[src/rtl/rf_arb_pkg.sv]
// ============================================================================
// Module      : rf_arb_pkg
// Description : Shared types and constants for the register-file read arbiter.
// Revision    : 1.0 - initial release
// ============================================================================
`default_nettype none

package rf_arb_pkg;

    localparam int REG_AW   = 5;
    localparam int REG_DW   = 32;
    localparam int NUM_REGS = 32;

    typedef enum logic [1:0] {
        IDLE = 2'd0,
        SEL  = 2'd1,
        RSP  = 2'd2
    } state_t;

endpackage

`default_nettype wire

[src/rtl/rr_arbiter.sv]
// ============================================================================
// Module      : rr_arbiter
// Description : Combinational round-robin grant from a request vector and a
//               priority pointer, plus the pointer value following the grant.
// Revision    : 1.0 - initial release
// ============================================================================
`default_nettype none

module rr_arbiter #(
    parameter int N   = 4,
    parameter int IDW = $clog2(N)
) (
    input  logic [N-1:0]   req,
    input  logic [IDW-1:0] ptr,
    output logic [N-1:0]   grant,
    output logic [IDW-1:0] grant_id,
    output logic           any,
    output logic [IDW-1:0] next_ptr
);

    localparam logic [IDW-1:0] C_LAST = IDW'(N - 1);

    logic [IDW-1:0] w_idx [N];

    // Search order: ptr, ptr+1, ... wrapping modulo N.
    for (genvar i = 0; i < N; i++) begin : g_idx
        assign w_idx[i] = IDW'((32'(ptr) + 32'(i)) % N);
    end

    always_comb begin
        grant    = '0;
        grant_id = '0;
        any      = 1'b0;
        for (int i = 0; i < N; i++) begin
            if (!any && req[w_idx[i]]) begin
                any             = 1'b1;
                grant[w_idx[i]] = 1'b1;
                grant_id        = w_idx[i];
            end
        end
    end

    assign next_ptr = (grant_id == C_LAST) ? '0 : grant_id + 1'b1;

endmodule

`default_nettype wire

[src/rtl/rf_read_arbiter.sv]
// ============================================================================
// Module      : rf_read_arbiter
// Description : Round-robin sharing of the external 32:1 register-file read
//               mux among NREQ requesters, with a valid/ready response channel.
// Revision    : 1.0 - initial release
// ============================================================================
`default_nettype none

module rf_read_arbiter
    import rf_arb_pkg::*;
#(
    parameter int NREQ    = 4,
    parameter int IDW     = $clog2(NREQ),
    parameter bit ZERO_R0 = 1'b1
) (
    input  logic                   clk,
    input  logic                   rst_n,
    input  logic [NREQ-1:0]        req_valid,
    input  logic [NREQ*REG_AW-1:0] req_addr,
    output logic [NREQ-1:0]        req_ready,
    output logic [REG_AW-1:0]      mux_sel,
    input  logic [REG_DW-1:0]      mux_data,
    output logic                   rsp_valid,
    output logic [IDW-1:0]         rsp_id,
    output logic [REG_DW-1:0]      rsp_data,
    input  logic                   rsp_ready
);

    state_t              r_state;
    state_t              w_next;
    logic [IDW-1:0]      r_ptr;
    logic [REG_AW-1:0]   r_addr;
    logic [IDW-1:0]      r_id;
    logic [REG_DW-1:0]   r_data;

    logic [NREQ-1:0]     w_grant;
    logic [IDW-1:0]      w_grant_id;
    logic                w_any;
    logic [IDW-1:0]      w_next_ptr;
    logic                w_accept_en;
    logic                w_accept;
    logic [REG_AW-1:0]   w_req_addr [NREQ];

    for (genvar k = 0; k < NREQ; k++) begin : g_addr
        assign w_req_addr[k] = req_addr[REG_AW*k +: REG_AW];
    end

    rr_arbiter #(
        .N   (NREQ),
        .IDW (IDW)
    ) u_rr (
        .req      (req_valid),
        .ptr      (r_ptr),
        .grant    (w_grant),
        .grant_id (w_grant_id),
        .any      (w_any),
        .next_ptr (w_next_ptr)
    );

    // New requests are taken only when no response is waiting to be consumed.
    assign w_accept_en = (r_state == IDLE) || ((r_state == RSP) && rsp_ready);
    assign w_accept    = w_accept_en && w_any;
    assign req_ready   = w_accept_en ? w_grant : '0;

    always_comb begin
        w_next = r_state;
        case (r_state)
            IDLE:    if (w_accept) w_next = SEL;
            SEL:     w_next = RSP;
            RSP:     if (rsp_ready) w_next = w_accept ? SEL : IDLE;
            default: w_next = IDLE;
        endcase
    end

    always_ff @(posedge clk or negedge rst_n) begin
        if (!rst_n) begin
            r_state <= IDLE;
            r_ptr   <= '0;
            r_addr  <= '0;
            r_id    <= '0;
            r_data  <= '0;
        end else begin
            r_state <= w_next;
            if (w_accept) begin
                r_addr <= w_req_addr[w_grant_id];
                r_id   <= w_grant_id;
                r_ptr  <= w_next_ptr;
            end
            if (r_state == SEL) begin
                r_data <= (ZERO_R0 && (r_addr == '0)) ? '0 : mux_data;
            end
        end
    end

    assign mux_sel   = r_addr;
    assign rsp_valid = (r_state == RSP);
    assign rsp_id    = r_id;
    assign rsp_data  = r_data;

endmodule

`default_nettype wire

[config.mk]
export PLATFORM = sky130hd
export DESIGN_NAME = rf_read_arbiter
export DESIGN_NICKNAME = d
export VERILOG_FILES = /design/src/rtl/rf_arb_pkg.sv /design/src/rtl/rr_arbiter.sv /design/src/rtl/rf_read_arbiter.sv
export SDC_FILE = /design/constraint.sdc
export NUM_CORES = 1
export LEC_CHECK = 0
export ABC_AREA = 0
export CELL_PAD_IN_SITES_DETAIL_PLACEMENT = 2
export CELL_PAD_IN_SITES_GLOBAL_PLACEMENT = 2
export CORE_ASPECT_RATIO = 1.75
export CORE_MARGIN = 2
export CORE_UTILIZATION = 23
export CTS_CLUSTER_SIZE = 24
export DETAILED_ROUTE_END_ITERATION = 16
export GPL_ROUTABILITY_DRIVEN = 0
export PLACE_DENSITY_LB_ADDON = 0.1
export REMOVE_ABC_BUFFERS = 1
export SYNTH_ARGS = -nofsm -noshare
export SYNTH_HDL_FRONTEND = slang
export SYNTH_SLANG_ARGS = --single-unit
[constraint.sdc]
create_clock -name clk -period 3.1 [get_ports clk]
set_clock_uncertainty 0.2 [all_clocks]
set_input_delay 0.775 -clock clk [delete_from_list [all_inputs] [get_ports clk]]
set_output_delay 0.775 -clock clk [all_outputs]
set_load 0.02 [all_outputs]
**Yosys cells after proc, flatten, opt, wreduce, memory -nomap -nowiden**

Cells that the tools add are included.

- Bits in registers: 43
- Bits in latches: 0
- Bits in writable memories: 0
- ROM bits: 0
- Output and inout bits: 44
- Word-level logic and storage cells: 81
- Memories kept: 0

- Add/sub/neg operators: 4
- $mul: 0
- Div/mod/pow operators: 0
- Order comparisons: 9
- Equal/unequal tests: 5
- Shift-type cells: 0
- Muxes and demuxes: 38
- Bitwise operators: 4
- Reductions and logical operators: 16

Operators by type and width:

| operator | count |
|---|---|
| $mux W32 | 1 |
| $mux W4 | 5 |
| $mux W2 | 7 |
| $mux W1 | 13 |
| $lt A2 B3 Y1 const B | 4 |
| $or A4 B4 Y4 | 3 |
| $bmux W5 S2 | 1 |
| $mux W5 | 2 |
| $logic_and A1 B1 Y1 | 9 |
| $bmux W1 S2 | 4 |
| $demux W1 S2 | 4 |
| $ge A2 B1 Y1 const B | 4 |
| $pmux W2 S3 | 1 |
| $logic_not A5 Y1 | 1 |
| $add A2 B1 Y2 const B | 2 |
| $add A2 B2 Y2 const B | 2 |
| $eq A2 B2 Y1 const B | 2 |
| $ge A3 B3 Y1 const B | 1 |
| $logic_not A1 Y1 | 3 |
| $not A2 Y3 | 1 |
| $eq A2 B1 Y1 const B | 1 |
| $logic_not A2 Y1 | 1 |
| $ne A2 B1 Y1 const B | 1 |
| $ne A2 B2 Y1 const B | 1 |
| 2 further kinds | 2 |

**Depth between registers and ports, before layout**

- Word-level depth: 16
- Depth in mapped cells: 15

**By module**

From an unflattened synthesis, not the netlist that was laid out.

- Cell total of the unflattened synthesis: 262
- Area, all modules: 2467.4 um^2

Modules (own cells, without submodules):

| module | times used | cells an instance | area each (um^2) | seq. area each (um^2) |
|---|---|---|---|---|
| rf_read_arbiter | 1 | 180 | 1864.3 | 1076.0 |
| rr_arbiter | 1 | 82 | 603.1 | 0.0 |

**Worst setup path after synthesis**

OpenSTA, ideal clock, no wires.

- Path type: register -> output
- Start point: register r_ptr[0]
- End point: output port req_ready[0]
- Arrival: 2.612 ns
- Data required time: 2.125 ns
- Slack: -0.487 ns
- Cell stages (with the launch flop): 13
- Path buffers: 4
- Cells stage by stage: dfrtp_1 > buf_6 > buf_4 > inv_1 > ha_1 > buf_6 > mux4_2 > nor2b_2 > buf_6 > a22oi_1 > nor2_1 > a221oi_1 > nor2_1

- Longest elaborated chain between the ends: 13

RTL lines:

| what | line | text |
|---|---|---|
| from (decl) | rf_read_arbiter.sv:31 | `logic [IDW-1:0] r_ptr;` |
| from (signal assigned) | rf_read_arbiter.sv:87 | `r_ptr <= w_next_ptr;` |
| parallel branches: the longest is 11 deep, another holds $lt A2 B3 Y1 | - |  |
| $mux W4 (*) | rr_arbiter.sv:35 | `if (!any && req[w_idx[i]]) begin` |
| $mux W4 (*) | rf_read_arbiter.sv:63 | `assign req_ready = w_accept_en ? w_grant : '0;` |
| to (decl) | rf_read_arbiter.sv:20 | `output logic [NREQ-1:0] req_ready,` |

Mark *: on every way between the ends. The select of a mux whose other input is x is not followed.

**Worst setup path after layout**

- Start point: input port req_valid[2]
- End point: output port req_ready[0]

- Longest elaborated chain between the ends: 13

RTL lines:

| what | line | text |
|---|---|---|
| from (decl) | rf_read_arbiter.sv:18 | `input logic [NREQ-1:0] req_valid,` |
| $bmux W1 S2 | rr_arbiter.sv:35 |  |
| $mux W1 (not written as such) | rr_arbiter.sv:35 |  |
| $mux W1 | rr_arbiter.sv:35 |  |
| $logic_not A1 Y1 | rr_arbiter.sv:35 |  |
| $logic_and A1 B1 Y1 | rr_arbiter.sv:35 |  |
| $mux W1 | rr_arbiter.sv:35 |  |
| $logic_not A1 Y1 | rr_arbiter.sv:35 |  |
| $logic_and A1 B1 Y1 | rr_arbiter.sv:35 |  |
| $mux W1 | rr_arbiter.sv:35 |  |
| $logic_not A1 Y1 | rr_arbiter.sv:35 |  |
| $logic_and A1 B1 Y1 | rr_arbiter.sv:35 |  |
| $mux W4 (*) | rr_arbiter.sv:35 |  |
| $mux W4 (*) | rf_read_arbiter.sv:63 |  |

Mark *: on every way between the ends. The rest lies on a longest branch, timed or not. The select of a mux whose other input is x is not followed.

==> flow_metrics.env <==
export IMPL_utilization_pct=39.3
export IMPL_cts_made_buffers=5
export IMPL_hpwl_um=6420
export IMPL_cts_root_buffer="clkbuf_16"
export IMPL_drc_errors=0
export IMPL_core_area_mm2=0.0102
export IMPL_antenna_found_initial=0
export IMPL_violations="setup timing"
export IMPL_vdd_drop_max_v=0.000470
export IMPL_cp_slowest_cell="mux4_2"
export IMPL_initial_core_util_pct=23.4
export IMPL_grt_pass1_wl_um=13100
export IMPL_synth_top_area_share_pct=44.8
export IMPL_avgSynthCellArea_um2=10.9
export IMPL_fmax_ghz=0.297
export IMPL_synth_most_common_cell="dfrtp_1"
export IMPL_syn2layout_area_growth_pct=67.5
export IMPL_fin_crit_sh_pct=109
export IMPL_synth_seq_cells=43
export IMPL_path_clk_slew_ns=0.06
export IMPL_crit_chain="dlygate4sd2_1 -> mux4_2 -> nor2b_4 -> a22oi_2 -> nor2_1 -> a221oi_2 -> nor2_1 -> buf_4"
export IMPL_die_area_mm2=0.0113
export IMPL_async_reset_ff_share_pct=100
export IMPL_instances_no_fill=477
export IMPL_htreeDepth=2
export IMPL_wl_per_cell_um=17.5
export IMPL_boundaryPins=103
export IMPL_path_delay_family="multiplexers"
export IMPL_clock_path_buffers=2
export IMPL_pwr_density_cell_mw_per_mm2=1180
export IMPL_required_ns=2.12
export IMPL_firstDrtPassIters=3
export IMPL_num_rows=49
export IMPL_yosysUniqueCellTypes=50
export IMPL_fill_cells=1074
export IMPL_cp_start_kind="input pin"
export IMPL_viasPerCell=4.87
export IMPL_cap_viol_max_count=0
export IMPL_yosysSeqAreaShare_pct=44.8
export IMPL_place_inst=460
export IMPL_portBuffers=102
export IMPL_drive_above_1_share_pct=25.1
export IMPL_die_h_um=139
export IMPL_slew_violations=0
export IMPL_cp_max_fo=6
export IMPL_status="complete, but fails checks"
export IMPL_drtAntennaViolNets=0
export IMPL_cp_arrival_ns=2.40
export IMPL_dp_worst_setup_slack_ns=-0.959
export IMPL_grt_use_total_pct=14.9
export IMPL_syn_instance_count=220
export IMPL_synthesis_area_mm2=0.00240
export IMPL_synth_area_leaders="dfrtp_1 45%, a22o_1 12%, ha_1 4.2%"
export IMPL_synthFlopType="dfrtp_1"
export IMPL_grt_ovfl_total=0
export IMPL_clk_latency_ns=0.28
export IMPL_drtIter0Drc=39
export IMPL_die_x_um=81.2
export IMPL_cp_num_buf_inv=2
export IMPL_worstMarginPinSlew_ns=0.662
export IMPL_hp_class="reg -> reg"
export IMPL_fin_setup_tns_ns=-1.12
export IMPL_post_route_min_period_ns=3.37
export IMPL_routed_wl_um=8330
export IMPL_finalSetupViolations=7
export IMPL_crit_type="in -> out"
export IMPL_endpoint_kind="output pin"
export IMPL_leakagePower_uw=0.00172
export IMPL_synth_edf_count=0
export IMPL_first_global_vias=2475
export IMPL_yosys_area_top_type="dfrtp_1"
export IMPL_hold_violations=0
export IMPL_cts_tree="yes"
export IMPL_clkSinkCount=43
export IMPL_cpPeakStageDelay_ns=0.60
export IMPL_relSlewSlack_pct=55.8
export IMPL_yosys_warnings=0
export IMPL_finalWorstSetupSlack_ns=-0.272
export IMPL_insertedDiodeCount=0
export IMPL_grt_max_degree=34
export IMPL_synth_common_cells="43 x dfrtp_1, 32 x a22o_1, 22 x nor2_1"
export IMPL_nets=416
export IMPL_path_common_cell="nor2_1"
export IMPL_vias=2325
export IMPL_rsz0062_at_grt="true"
final timing paths:
kind	start	depth (start not counted)	slack, ns	to
max	req_valid[2]	8	-0.27	req_ready[0]
min	rsp_id[0]	2	0.28	rsp_id[0]
max reg2reg	r_ptr[1]	10	-0.03	mux_sel[0]
min reg2reg	rsp_id[0]	2	0.28	rsp_id[0]
max in group asynchronous	rst_n	2	1.80	rsp_data[26]
min in group asynchronous	rst_n	1	0.32	mux_sel[3]
through the flow:
| stage | hold slack, ns | total power [µW] | instance area, µm² |
|---|---|---|---|
| 6_report | 0.284 | 4740 | 4020 |
| 5_1_grt | 0.319 | 5120 | 4020 |
| 4_1_cts | 0.290 | 4580 | 3870 |
| 3_5_place_dp | 0.276 | 3960 | 3690 |
| 3_3_place_gp | 0.267 | 3920 | 3690 |
| 2_1_floorplan | 0.279 | 2600 | 2290 |
worst register-to-register path: stages, from the launching register on:
cell and delay (ns):
dfrtp_1 0.37, inv_2 0.07, ha_4 0.28, mux4_2 0.62, buf_4 0.19, buf_6 0.10, buf_4 0.14, a211oi_4 0.29
o211ai_4 0.15, or4_4 0.55, o211ai_1 0.11
sequential cells by signal, summed over array words and instances, names as in the netlist:
signal,count
mux_sel,5
r_ptr,2
r_state,2
rsp_data,32
rsp_id,2
logic make-up after synthesis:
logic type | Yosys count | share of synthesized area, %
buf+inv | 26 | 5.84
simple gates | 56 | 12.0
flops | 43 | 44.8
compound gates | 73 | 25.0
mux | 14 | 8.08
fa+ha+maj | 8 | 4.17
metal layers:
metal,up-vias,GRT usage (%),wire length [µm]
li1,1079,-,-
met1,1164,16.7,3100
met2,75,27.8,4570
met3,7,3.06,537
met4,0,3.57,116
met5,-,0,0
area by class of cell:
type	instances	area, µm²	area share [%]
timing repair buffer	139	1290	32.0
clock buffer	7	133	3.30
tap	127	159	3.95
multi-input combinational	152	1320	32.9
inverter	8	35.0	0.872
sequential	43	1080	26.8
clock inverter	1	5.00	0.125
where the power goes:
group | switching [µW] | total, µW | internal [µW]
Clock | 202 | 500 | 298
Combinational | 1620 | 3240 | 1620
Sequential | 159 | 1010 | 848
cell usage in the layout (no fill, tap or decap), drive strengths merged, types with 7 or more instances in the layout:
cell type / instances
o21ai: 10
a22o: 32
ha: 8
nor2: 22
buf: 42
nand2: 10
mux2i: 7
a21oi: 7
inv: 7
clkdlybuf4s50: 93
dfrtp: 43
clkbuf: 7
repair_timing:
item	in CTS	in global routing
buffers inserted	3	5
setup endpoints to repair	10	10
resized for setup	30	22
pin swaps	2	12
hold buffers	0	0
cloned	0	1
endpoints found under the hold margin	0	0
(Power assumes the default switching activity.)
